File: config.mk
export PLATFORM = sky130hd
export DESIGN_NAME = ks_mw_add_ctrl
export DESIGN_NICKNAME = d
export VERILOG_FILES = /design/src/rtl/ks_pkg.sv /design/src/rtl/ks_add16_c.sv /design/src/rtl/ks_mw_add_ctrl.sv
export SDC_FILE = /design/constraint.sdc
export NUM_CORES = 1
export LEC_CHECK = 0
export BUFFER_PORTS_ARGS = -buffer_cell sky130_fd_sc_hd__buf_2
export CAP_MARGIN = 20
export CELL_PAD_IN_SITES_DETAIL_PLACEMENT = 2
export CELL_PAD_IN_SITES_GLOBAL_PLACEMENT = 2
export CORE_MARGIN = 2
export CORE_UTILIZATION = 33
export DETAILED_ROUTE_END_ITERATION = 16
export PLACE_DENSITY_LB_ADDON = 0.1
export REMOVE_ABC_BUFFERS = 1
export SYNTH_ARGS = -nofsm -noshare
export SYNTH_HDL_FRONTEND = slang
export SYNTH_HIERARCHICAL = 1
export SYNTH_SLANG_ARGS = --single-unit
File: constraint.sdc
create_clock -name clk -period 10.5 [get_ports clk]
set_clock_uncertainty 0.05 [all_clocks]
set_input_delay 0.525 -clock clk [delete_from_list [all_inputs] [get_ports clk]]
set_output_delay 0.525 -clock clk [all_outputs]
set_load 0.05 [all_outputs]
File: src/rtl/ks_pkg.sv
// Shared definitions for the multi-word Kogge-Stone add controller:
// FSM state encoding and default slice geometry.
package ks_pkg;

   localparam int KS_W     = 16;
   localparam int KS_WORDS = 4;

   typedef enum logic [1:0] {
      ST_IDLE = 2'd0,
      ST_RUN  = 2'd1,
      ST_DONE = 2'd2
   } ks_state_e;

endpackage

File: src/rtl/ks_add16_c.sv
// Combinational W-bit Kogge-Stone prefix adder with carry-in and carry-out.
// Carry-in is folded into bit 0's generate so the prefix tree yields every carry directly.
module ks_add16_c #(
   parameter int W = 16
) (
   input  logic [W-1:0] a,
   input  logic [W-1:0] b,
   input  logic         cin,
   output logic [W-1:0] sum,
   output logic         cout
);

   localparam int LVLS = $clog2(W);

   logic [W-1:0] p_bit;
   logic [W-1:0] g_bit;
   logic [W-1:0] g_pre;
   logic [W-1:0] p_pre;

   genvar gi;
   generate
      for (gi = 0; gi < W; gi++) begin : g_bit_gp
         assign p_bit[gi] = a[gi] ^ b[gi];
         assign g_bit[gi] = a[gi] & b[gi];
      end
   endgenerate

   // Each level doubles the span; positions below the span already hold final group terms.
   always_comb begin
      g_pre = g_bit | {{(W-1){1'b0}}, p_bit[0] & cin};
      p_pre = p_bit;
      for (int l = 0; l < LVLS; l++) begin
         g_pre = g_pre | (p_pre & (g_pre << (1 << l)));
         p_pre = p_pre & ((p_pre << (1 << l)) | ~({W{1'b1}} << (1 << l)));
      end
   end

   assign sum  = p_bit ^ {g_pre[W-2:0], cin};
   assign cout = g_pre[W-1];

endmodule

File: src/rtl/ks_mw_add_ctrl.sv
// Two-requester multi-word add/subtract controller: one operation at a time is
// pushed word by word through a single shared W-bit prefix-adder slice.
module ks_mw_add_ctrl
   import ks_pkg::*;
#(
   parameter int W     = KS_W,
   parameter int WORDS = KS_WORDS
) (
   input  logic                 clk,
   input  logic                 rst,
   input  logic [1:0]           req_valid,
   output logic [1:0]           req_ready,
   input  logic [W*WORDS-1:0]   req_a0,
   input  logic [W*WORDS-1:0]   req_b0,
   input  logic [W*WORDS-1:0]   req_a1,
   input  logic [W*WORDS-1:0]   req_b1,
   input  logic [1:0]           req_sub,
   output logic                 res_valid,
   input  logic                 res_ready,
   output logic [W*WORDS-1:0]   res_sum,
   output logic                 res_cout,
   output logic                 res_id
);

   localparam int N  = W * WORDS;
   localparam int KW = (WORDS > 1) ? $clog2(WORDS) : 1;

   typedef logic [WORDS-1:0][W-1:0] word_vec_t;

   ks_state_e     state_q, state_d;
   word_vec_t     a_q, a_d;
   word_vec_t     b_q, b_d;
   word_vec_t     sum_q, sum_d;
   logic [KW-1:0] k_q, k_d;
   logic          carry_q, carry_d;
   logic          cout_q, cout_d;
   logic          id_q, id_d;
   logic          valid_q, valid_d;
   logic          last_q, last_d;

   logic          gnt_any;
   logic          gnt_id;
   logic [N-1:0]  b_sel;
   logic          sub_sel;

   logic [W-1:0]  add_a;
   logic [W-1:0]  add_b;
   logic [W-1:0]  add_sum;
   logic          add_cout;

   // Round-robin on a tie: the requester not granted last time wins.
   always_comb begin
      gnt_any = |req_valid;
      gnt_id  = 1'b0;
      case (req_valid)
         2'b01:   gnt_id = 1'b0;
         2'b10:   gnt_id = 1'b1;
         2'b11:   gnt_id = ~last_q;
         default: gnt_id = 1'b0;
      endcase
   end

   always_comb begin
      req_ready = 2'b00;
      if ((state_q == ST_IDLE) && !rst && gnt_any) begin
         req_ready = gnt_id ? 2'b10 : 2'b01;
      end
   end

   assign add_a = a_q[k_q];
   assign add_b = b_q[k_q];

   ks_add16_c #(
      .W(W)
   ) u_add (
      .a    (add_a),
      .b    (add_b),
      .cin  (carry_q),
      .sum  (add_sum),
      .cout (add_cout)
   );

   always_comb begin
      state_d = state_q;
      a_d     = a_q;
      b_d     = b_q;
      sum_d   = sum_q;
      k_d     = k_q;
      carry_d = carry_q;
      cout_d  = cout_q;
      id_d    = id_q;
      valid_d = valid_q;
      last_d  = last_q;
      b_sel   = gnt_id ? req_b1 : req_b0;
      sub_sel = gnt_id ? req_sub[1] : req_sub[0];

      case (state_q)
         ST_IDLE: begin
            if (gnt_any) begin
               // Subtract is a + ~b + 1: invert b once here, seed the carry with 1.
               a_d     = gnt_id ? req_a1 : req_a0;
               b_d     = sub_sel ? ~b_sel : b_sel;
               carry_d = sub_sel;
               id_d    = gnt_id;
               last_d  = gnt_id;
               k_d     = '0;
               state_d = ST_RUN;
            end
         end
         ST_RUN: begin
            sum_d[k_q] = add_sum;
            carry_d    = add_cout;
            k_d        = k_q + KW'(1);
            if (k_q == KW'(WORDS - 1)) begin
               cout_d  = add_cout;
               valid_d = 1'b1;
               state_d = ST_DONE;
            end
         end
         ST_DONE: begin
            if (res_ready) begin
               valid_d = 1'b0;
               state_d = ST_IDLE;
            end
         end
         default: begin
            valid_d = 1'b0;
            state_d = ST_IDLE;
         end
      endcase
   end

   always_ff @(posedge clk) begin
      if (rst) begin
         state_q <= ST_IDLE;
         a_q     <= '0;
         b_q     <= '0;
         sum_q   <= '0;
         k_q     <= '0;
         carry_q <= 1'b0;
         cout_q  <= 1'b0;
         id_q    <= 1'b0;
         valid_q <= 1'b0;
         last_q  <= 1'b1;
      end else begin
         state_q <= state_d;
         a_q     <= a_d;
         b_q     <= b_d;
         sum_q   <= sum_d;
         k_q     <= k_d;
         carry_q <= carry_d;
         cout_q  <= cout_d;
         id_q    <= id_d;
         valid_q <= valid_d;
         last_q  <= last_d;
      end
   end

   assign res_valid = valid_q;
   assign res_sum   = sum_q;
   assign res_cout  = cout_q;
   assign res_id    = id_q;

endmodule
== Yosys cells after proc, flatten, opt, wreduce, memory -nomap -nowiden ==
Cells that the tools add are included.
Widths: inputs -> output; s select.
Word-level totals
  memory bits (read-only): 0
  word-level logic and storage cells: 116
  latch bits: 0
  register bits after elaboration: 201
  output and inout port bits: 69
  memories: 0
  bits in writable memories: 0
Operators by class
  $add $sub $neg: 1
  bitwise logic cells: 49
  multiplexer cells: 25
  div/mod/pow operators: 0
  equality and inequality tests: 8
  multipliers: 0
  reduce and logical (&&, ||, !) cells: 12
  magnitude comparators: 2
  shift operators: 0
Operators with widths (count)
  $mux 64: 3
  $and 16x16->16: 7
  $bmux 16 s2: 2
  $bwmux 64: 1
  $not 64->64: 1
  $or 16x16->16: 4
  $mux 16: 3
  $demux 16 s2: 1
  $and 1x1->1: 17
  $or 16x1->16: 1
  $xor 1x1->1: 16
  $xor 16x16->16: 1
  $mux 2: 6
  $eq 2x2->1 const B: 4
  $ne 2x2->1 const B: 3
  $pmux 2 s3: 1
  $reduce_and 2->1: 3
  $reduce_and 3->1: 2
  $mux 1: 4
  $pmux 1 s2: 2
  $pmux 2 s2: 1
  $logic_and 1x1->1: 3
  $lt 2x3->1 const B: 1
  $pmux 1 s3: 1
  other kinds (8): 9

== Depth between registers and ports, before layout ==
Gate-level depths: netlist of the first run.
  depth in word-level cells: 15
  depth in mapped cells: 13

== Cells and area by module ==
Netlist of the first run, hierarchy kept.
By module, submodules not included
  ks_mw_add_ctrl: cells an instance 1159, area an instance 10398.7 um^2, times used 1, sequential area each 4023.9 um^2
  ks_add16_c: cells an instance 117, area an instance 844.6 um^2, times used 1, sequential area each 0.0 um^2

== Worst setup path after synthesis of the first run ==
No wires, ideal clock.
  kind: register -> register
  from: register k_q[0]
  to: register carry_q
  stages on the path, launching flop included: 14
  arrival: 3149 ps
  buffers on the path: 2
  period minus slack after synthesis: 3329 ps
  path slack: 7171 ps
  cell sequence: dfxtp_1 buf_2 buf_2 mux4_2 fa_1 inv_1 fa_1 nand2b_1 a21oi_1 o2111ai_1 nand2_1 a221o_1 a2bb2oi_1 o22ai_1
Between the ends
  word-level cells in the longest chain between the ends: 14
Ends and longest elaborated chain
  from (decl): RTL line ks_mw_add_ctrl.sv:34  | logic [KW-1:0] k_q, k_d;
  from (signal assigned): RTL line ks_mw_add_ctrl.sv:150  | k_q <= k_d;
  $bmux 16 s2 *: RTL line ks_mw_add_ctrl.sv:71  | assign add_b = b_q[k_q];
  $mux 16 (not written as such) *: RTL line ks_mw_add_ctrl.sv:71
  net add_b[0]: RTL line ks_mw_add_ctrl.sv:47  | logic [W-1:0] add_b;
  $xor 1x1->1: RTL line ks_add16_c.sv:23  | assign p_bit[gi] = a[gi] ^ b[gi];
  $and 1x1->1: RTL line ks_add16_c.sv:30  | g_pre = g_bit | {{(W-1){1'b0}}, p_bit[0] & cin};
  $or 16x1->16 *: RTL line ks_add16_c.sv:30
  $and 16x16->16 *: RTL line ks_add16_c.sv:33  | g_pre = g_pre | (p_pre & (g_pre << (1 << l)));
  $or 16x16->16 *: RTL line ks_add16_c.sv:33
  $and 16x16->16 *: RTL line ks_add16_c.sv:33
  $or 16x16->16 *: RTL line ks_add16_c.sv:33
  $and 16x16->16 *: RTL line ks_add16_c.sv:33
  $or 16x16->16 *: RTL line ks_add16_c.sv:33
  $and 16x16->16 *: RTL line ks_add16_c.sv:33
  $or 16x16->16 *: RTL line ks_add16_c.sv:33
  net add_cout: RTL line ks_mw_add_ctrl.sv:49  | logic add_cout;
  $pmux 1 s2 *: RTL line ks_mw_add_ctrl.sv:97  | case (state_q)
  to (signal assigned): RTL line ks_mw_add_ctrl.sv:151  | carry_q <= carry_d;
  to (decl): RTL line ks_mw_add_ctrl.sv:35  | logic carry_q, carry_d;
Mark *: on every way through the listed nets, which the timed path passes. The rest lies on a longest branch. The select of a mux whose other input is x is not followed.
A chain may end at the register's enable or synchronous reset.

== Worst setup path in the final report of the first run ==
  from: register k_q[0]
  to: register carry_q
Between the ends
  word-level cells in the longest chain between the ends: 14
Ends and longest elaborated chain
  $bmux 16 s2 *: RTL line ks_mw_add_ctrl.sv:70  | assign add_a = a_q[k_q];
  $mux 16 (not written as such) *: RTL line ks_mw_add_ctrl.sv:70
  net add_a[0]: RTL line ks_mw_add_ctrl.sv:46  | logic [W-1:0] add_a;
  $xor 1x1->1: RTL line ks_add16_c.sv:23
  $and 1x1->1: RTL line ks_add16_c.sv:30
  $or 16x1->16 *: RTL line ks_add16_c.sv:30
  $and 16x16->16 *: RTL line ks_add16_c.sv:33
  $or 16x16->16 *: RTL line ks_add16_c.sv:33
  $and 16x16->16 *: RTL line ks_add16_c.sv:33
  $or 16x16->16 *: RTL line ks_add16_c.sv:33
  $and 16x16->16 *: RTL line ks_add16_c.sv:33
  $or 16x16->16 *: RTL line ks_add16_c.sv:33
  $and 16x16->16 *: RTL line ks_add16_c.sv:33
  $or 16x16->16 *: RTL line ks_add16_c.sv:33
  net add_cout: RTL line ks_mw_add_ctrl.sv:49
  $pmux 1 s2 *: RTL line ks_mw_add_ctrl.sv:97
Marks and branches as above.

==> key figures, run 1 <==
Cells and area
  • Most common cell after layout, fill and taps aside: buf_2
  • Cell area after layout: 13750 sq um
  • Layout cells sized above 1: 29.72%
  • Commonest cells after routing, fill and taps aside: buf_2, nand2_1, dfxtp_1, a21oi_1, nor2_1
  • Finished Core Util: 41.01%
  • Layout area overhead: 22.32%
  • Fin nets: 1816
  • Antenna diodes: 0

Drt
  • Routed WL: 37250 um
  • Via density: 5.086
  • Antenna viol nets, final: 0
  • Via count: 10150
  • First-pass DRT Iterations: 4
  • 1st-iter DRT viols: 397
  • DR DRC count: 0
  • Wire length per cell: 18.66 um

Logic synthesis
  • Top_reg_cell synth: dfxtp_1
  • Number of flops mapped to enable cells by yosys: 0
  • Seq/Total Area, Yosys: 35.79%
  • Distinct cells, synth: 51
  • Yosys warns: 6
  • Yosys reg bits: 201
  • Cell count after synthesis: 1276
  • Fraction of registers with async set/reset: 0%
  • Post-Syn Area: 11240 sq um
  • Synth Area per Inst: 8.811 sq um

GRT
  • Antenna violations before repair: 0
  • Total GRT Usage: 20.72%
  • First-pass GRT wire length: 59660 um
  • Grt ovf: 0
  • Vias in the first global route: 11020
  • Largest net degree at the start of global routing: 196

Clocking
  • CTS Buf Count: 24
  • TritonCTS clock tree: yes
  • Clk slew on worst S/H paths: 0.06 ns
  • Post-CTS Hold Buffers: 0
  • CTS root buf: clkbuf_16
  • # resized after CTS: 0
  • CTS Buffer Depth: 3
  • Worst skew pair latency: 0.51 ns
  • Postcts setup bufs: 0
  • CTS sink cnt: 201
  • H-tree levels: 1

Critical path
  • CP top delay family: compound AO/OA/AOI/OAI gates
  • Crit path cell chain: mux4_2 -> fa_1 -> inv_1 -> fa_1 -> nand2b_1 -> a21oi_1 -> o2111ai_1 -> nand2_1 -> a221o_1 -> a2bb2oi_1 -> o22ai_1
  • CP Capture Type: flop
  • Slowest-stage cell, CP: dfxtp_4
  • Worst reg2reg path depth: 11
  • WS Path Type: flop to flop
  • WP buf/inv: 1
  • Levels on crit path: 11
  • Critical path data required time: 10.82 ns
  • Crit path largest cell delay: 0.84 ns
  • Crit path top cell by count: fa_1
  • Critical Path Source Type: flop
  • CP arrival: 4.02 ns
  • Critical path peak fanout: 36

Floorplanning
  • IO Pins: 332
  • Die H: 188.6 um
  • Core outline area: 33530 sq um
  • Std cell rows: 67
  • Horiz. Die Dim: 188.6 um
  • Die area: 35560 sq um
  • Initial Util: 33.53%

STA
  • FMAX: 269.7 MHz
  • Slew margin rel.: 14.69%
  • Final Critical Period: 3.707 ns
  • Final setup fails: 0
  • Sum Neg Setup Slack: 0 ns
  • Endpoints failing hold: 0
  • Final Max Slew Viols: 0
  • RSZ-0062 raised after global routing: no
  • Tightest Pin Transition: 1.280 ns
  • Setup ws final: 6.793 ns
  • Tcrit/Tclk final: 35.31%

Pwr
  • Power consumption: 2.264 mW
  • Combinational Power Share: 25.5%
  • Power Density: 164.6 nW/um^2
  • Switching Fraction: 31.88%
  • Cell Int Power: 1.542 mW
  • Peak supply drop: 0.09780 mV
  • Clock network power share: 35.9%
  • Leak: 5.570 nW
  • Reg power frac: 38.6%
  • Psw: 721.7 uW

Placement
  • Pre-CTS setup slack: 6.726 ns
  • Post-DP HPWL: 26960 um
  • Gpl congestion: 0.7395
  • Dpl cell area: 12980 sq um
  • Number of port buffers: 331

Run
  • Maximum Capacitance Violations: 0

Outcome
  • Status: completed

Min path
  • Worst min path class: input port to flop
  • Hold Crit Depth: 4
stage by stage:
step	cells	hold slack [ns]
global route	1996	0.2859
finish	1996	0.2799
floorplan	1165	0.3771
detailed placement	1954	0.3974
CTS	1996	0.2535
global placement	1954	0.3897
layer usage:
layer,GRT usage [%],vias up,wire (um)
met5,0,-,0
met4,3.666,0,434
met2,36.79,219,18500
li1,-,4920,-
met1,26.73,4981,16740
met3,3.297,32,1574
tightest hold or removal path: stages:
cell and delay [ns]:
buf_2 0.10, nor2_1 0.04, nand2_1 0.06, a21oi_1 0.06
cells in the mapped netlist (5+ instances only):
master	count	area (sq um)
nand2b_1	7	43.79
xor2_1	66	578.1
o21ai_0	7	35.03
o211ai_1	66	495.5
nor2b_1	5	31.28
dfxtp_1	201	4024
a211oi_2	41	513.0
xnor2_1	73	639.4
a21oi_1	146	730.7
nor2_1	75	281.5
buf_6	7	78.83
clkbuf_1	35	131.4
ha_1	19	237.7
buf_4	20	150.1
nand2_1	278	1044
mux2i_1	67	670.6
buf_2	46	230.2
a211oi_1	24	180.2
mux4_2	32	720.7
and2_1	5	31.28
inv_1	9	33.78
sequential cells by signal, indices dropped and copies added, names as in the netlist:
register and count:
a_q 64, b_q 64, res_sum 64, k_q 2
state_q 2, carry_q 1, last_q 1, res_cout 1
res_id 1, res_valid 1
cell type report:
| cell class | instances | area, sq um |
|---|---|---|
| clock buffer | 35 | 704.4 |
| clock inverter | 7 | 65.06 |
| fill | 3806 | 19780 |
| inverter | 9 | 33.78 |
| multi-input combinational | 955 | 6605 |
| sequential | 201 | 4029 |
| tap | 448 | 560.5 |
| timing repair buffer | 341 | 1755 |
power by group through the flow:
stage / clock network (mW) / registers, mW / logic [mW]
floorplan: 0 / 0.914 / 0.365
global placement: 0 / 0.888 / 0.564
detailed placement: 0 / 0.892 / 0.581
CTS: 0.837 / 0.876 / 0.586
global route: 0.875 / 0.884 / 0.637
finish: 0.813 / 0.875 / 0.577
path summary, 6_finish.rpt:
kind                             from                        to  slack, ns
max reg2reg       k_q[0]$_SDFFE_PP0P_      carry_q$_SDFFE_PP0P_       6.79
min reg2reg  res_sum[49]$_SDFFE_PP0P_  res_sum[49]$_SDFFE_PP0P_       0.40
min                         res_ready   state_q[1]$_SDFFE_PP0P_       0.28
max               k_q[0]$_SDFFE_PP0P_      carry_q$_SDFFE_PP0P_       6.79
cell families (layout without fill, tap and decap cells):
| group | after synthesis | after routing | synth area share (%) |
|---|---|---|---|
| compound gates | 312 | 312 | 19.39 |
| xor+xnor | 139 | 139 | 10.83 |
| fa+ha+maj | 21 | 21 | 2.471 |
| buf+inv | 120 | 392 | 5.698 |
| flops | 201 | 201 | 35.79 |
| mux | 99 | 99 | 12.37 |
| simple gates | 384 | 384 | 13.45 |
(Power assumes the default switching activity.)
==> run 2: changes to the inputs <==
CORE_UTILIZATION = 28   (was 33)
clock period = 3.3 ns   (was 10.5 ns; I/O delays follow)
==> key figures, run 2 (synthesis gave the netlist of run 1 again) <==
STA
  • Endpoints failing hold: 0
  • RSZ-0062 raised after global routing: no
  • Tightest Pin Transition: 0.8501 ns
  • Slew margin rel.: 43.32%
  • Final Max Slew Viols: 0
  • FMAX: 324.7 MHz
  • Sum Neg Setup Slack: 0 ns
  • Hold WS: 0.004457 ns
  • Final setup fails: 0
  • Tcrit/Tclk final: 93.32%
  • Setup ws final: 0.2205 ns
  • Final Critical Period: 3.079 ns

Critical path
  • R2r setup slk: 0.22 ns
  • CP arrival: 3.40 ns
  • Critical Path Source Type: flop
  • Crit path to: res_sum[13]$_SDFFE_PP0P_
  • Critical path data required time: 3.62 ns
  • WS Path Type: flop to flop
  • Crit path from: k_q[0]$_SDFFE_PP0P_
  • Critical path peak fanout: 27
  • CP Capture Type: flop
  • FF-to-FF End: res_sum[13]$_SDFFE_PP0P_
  • Reg2reg start: k_q[0]$_SDFFE_PP0P_
  • Worst reg2reg path depth: 10

GRT
  • Largest net degree at the start of global routing: 153
  • Total GRT Usage: 18.98%
  • First-pass GRT wire length: 62580 um
  • Antenna violations before repair: 0
  • Vias in the first global route: 10900
  • Grt ovf: 0

Clocking
  • CTS Buffer Depth: 3
  • CTS Buf Count: 25
  • H-tree levels: 1
  • Clk slew on worst S/H paths: 0.06 ns
  • CTS root buf: clkbuf_16
  • TritonCTS clock tree: yes
  • Worst skew pair latency: 0.51 ns
  • CTS sink cnt: 201

Min path
  • Worst min path class: input port to flop

Cells and area
  • Layout cells sized above 1: 30.60%
  • Most common cell after layout, fill and taps aside: buf_2
  • Finished Core Util: 36.69%
  • Cell area after layout: 14540 sq um
  • Fin nets: 1874
  • Layout area overhead: 29.35%
  • Commonest cells after routing, fill and taps aside: buf_2, nand2_1, dfxtp_1, a21oi_1, nor2_1
  • Fin cells: 2133
  • Antenna diodes: 0

Drt
  • 1st-iter DRT viols: 259
  • Antenna viol nets, final: 0
  • Via count: 10260
  • Wire length per cell: 18.72 um
  • Via density: 4.808
  • DR DRC count: 0
  • First-pass DRT Iterations: 4
  • Routed WL: 39930 um

Floorplanning
  • Core outline area: 39640 sq um
  • Initial Util: 28.36%
  • Horiz. Die Dim: 204.4 um
  • IO Pins: 332
  • Std cell rows: 73
  • Die H: 204.4 um
  • Die area: 41770 sq um

Placement
  • Dpl cell area: 13230 sq um
  • Dpl cells: 2042
  • Post-DP HPWL: 29320 um
  • Gpl congestion: 0.7319
  • Pre-CTS setup slack: 0.06617 ns
  • Number of port buffers: 331

Run
  • Maximum Capacitance Violations: 0

Pwr
  • Power consumption: 7.345 mW
  • Power Density: 505.0 nW/um^2
  • Peak supply drop: 0.2168 mV
  • Leak: 5.868 nW

Outcome
  • Status: completed
==> run 2: cell count changes in the layout (fill, tap and decap cells not counted), sizes merged <==
cell         change
bufinv           -1
inv              +1
clkbuf           +1
clkinvlp         -1
buf             +11
dlygate4sd3     +45
clkinv           +4
==> run 2: final cells by class <==
type,instances,area (sq um)
clock buffer,35,723.2
clock inverter,10,56.30
fill,4549,25100
inverter,9,33.78
multi-input combinational,955,6671
sequential,201,4029
tap,525,656.9
timing repair buffer,398,2372
==> run 2: how the worst min path moves through the flow <==
stage          slack (ns)  depth (start not counted)                  endpoint                      from
3_5_place_dp         0.40                          2  res_sum[56]$_SDFFE_PP0P_  res_sum[56]$_SDFFE_PP0P_
3_3_place_gp         0.39                          2  res_sum[57]$_SDFFE_PP0P_  res_sum[57]$_SDFFE_PP0P_
2_1_floorplan        0.18                          1       a_q[0]$_SDFFE_PP0P_                       rst
6_report            0.004                          3       a_q[2]$_SDFFE_PP0P_                 req_a0[2]
4_1_cts           0.00005                          3      a_q[47]$_SDFFE_PP0P_                req_a1[47]
5_1_grt              0.01                          3      a_q[63]$_SDFFE_PP0P_                req_a0[63]
==> run 2: critical path: stages, from the launching register on <==
cell,delay (ns)
dfxtp_4,0.39
buf_16,0.24
mux4_2,0.57
ha_1,0.42
nand3_1,0.20
nor2_1,0.07
a211o_1,0.31
a32o_1,0.21
a211o_1,0.29
nand2_1,0.09
a21oi_1,0.07
==> run 2: timing repair <==
item	CTS	global route
buffers inserted	0	1
gates resized for setup	0	17
endpoints found under the hold margin	31	0
hold buffers	45	0
setup endpoints to repair	0	34
==> run 2: power breakdown <==
part / internal, mW / total (mW) / switching, mW / leakage (nW)
Clock: 1.52 / 2.59 / 1.07 / 0.392
Sequential: 2.64 / 2.77 / 0.131 / 1.65
Combinational: 0.808 / 1.98 / 1.17 / 3.82
==> run 2: layer usage <==
metal	routed length (um)	up-vias	global-route usage, %	share of wire [%]
li1	-	5032	-	-
met1	18240	4992	24.99	46
met2	19650	202	33.51	49
met3	1618	30	2.551	4.1
met4	414	0	2.950	1.0
met5	0	-	0	0
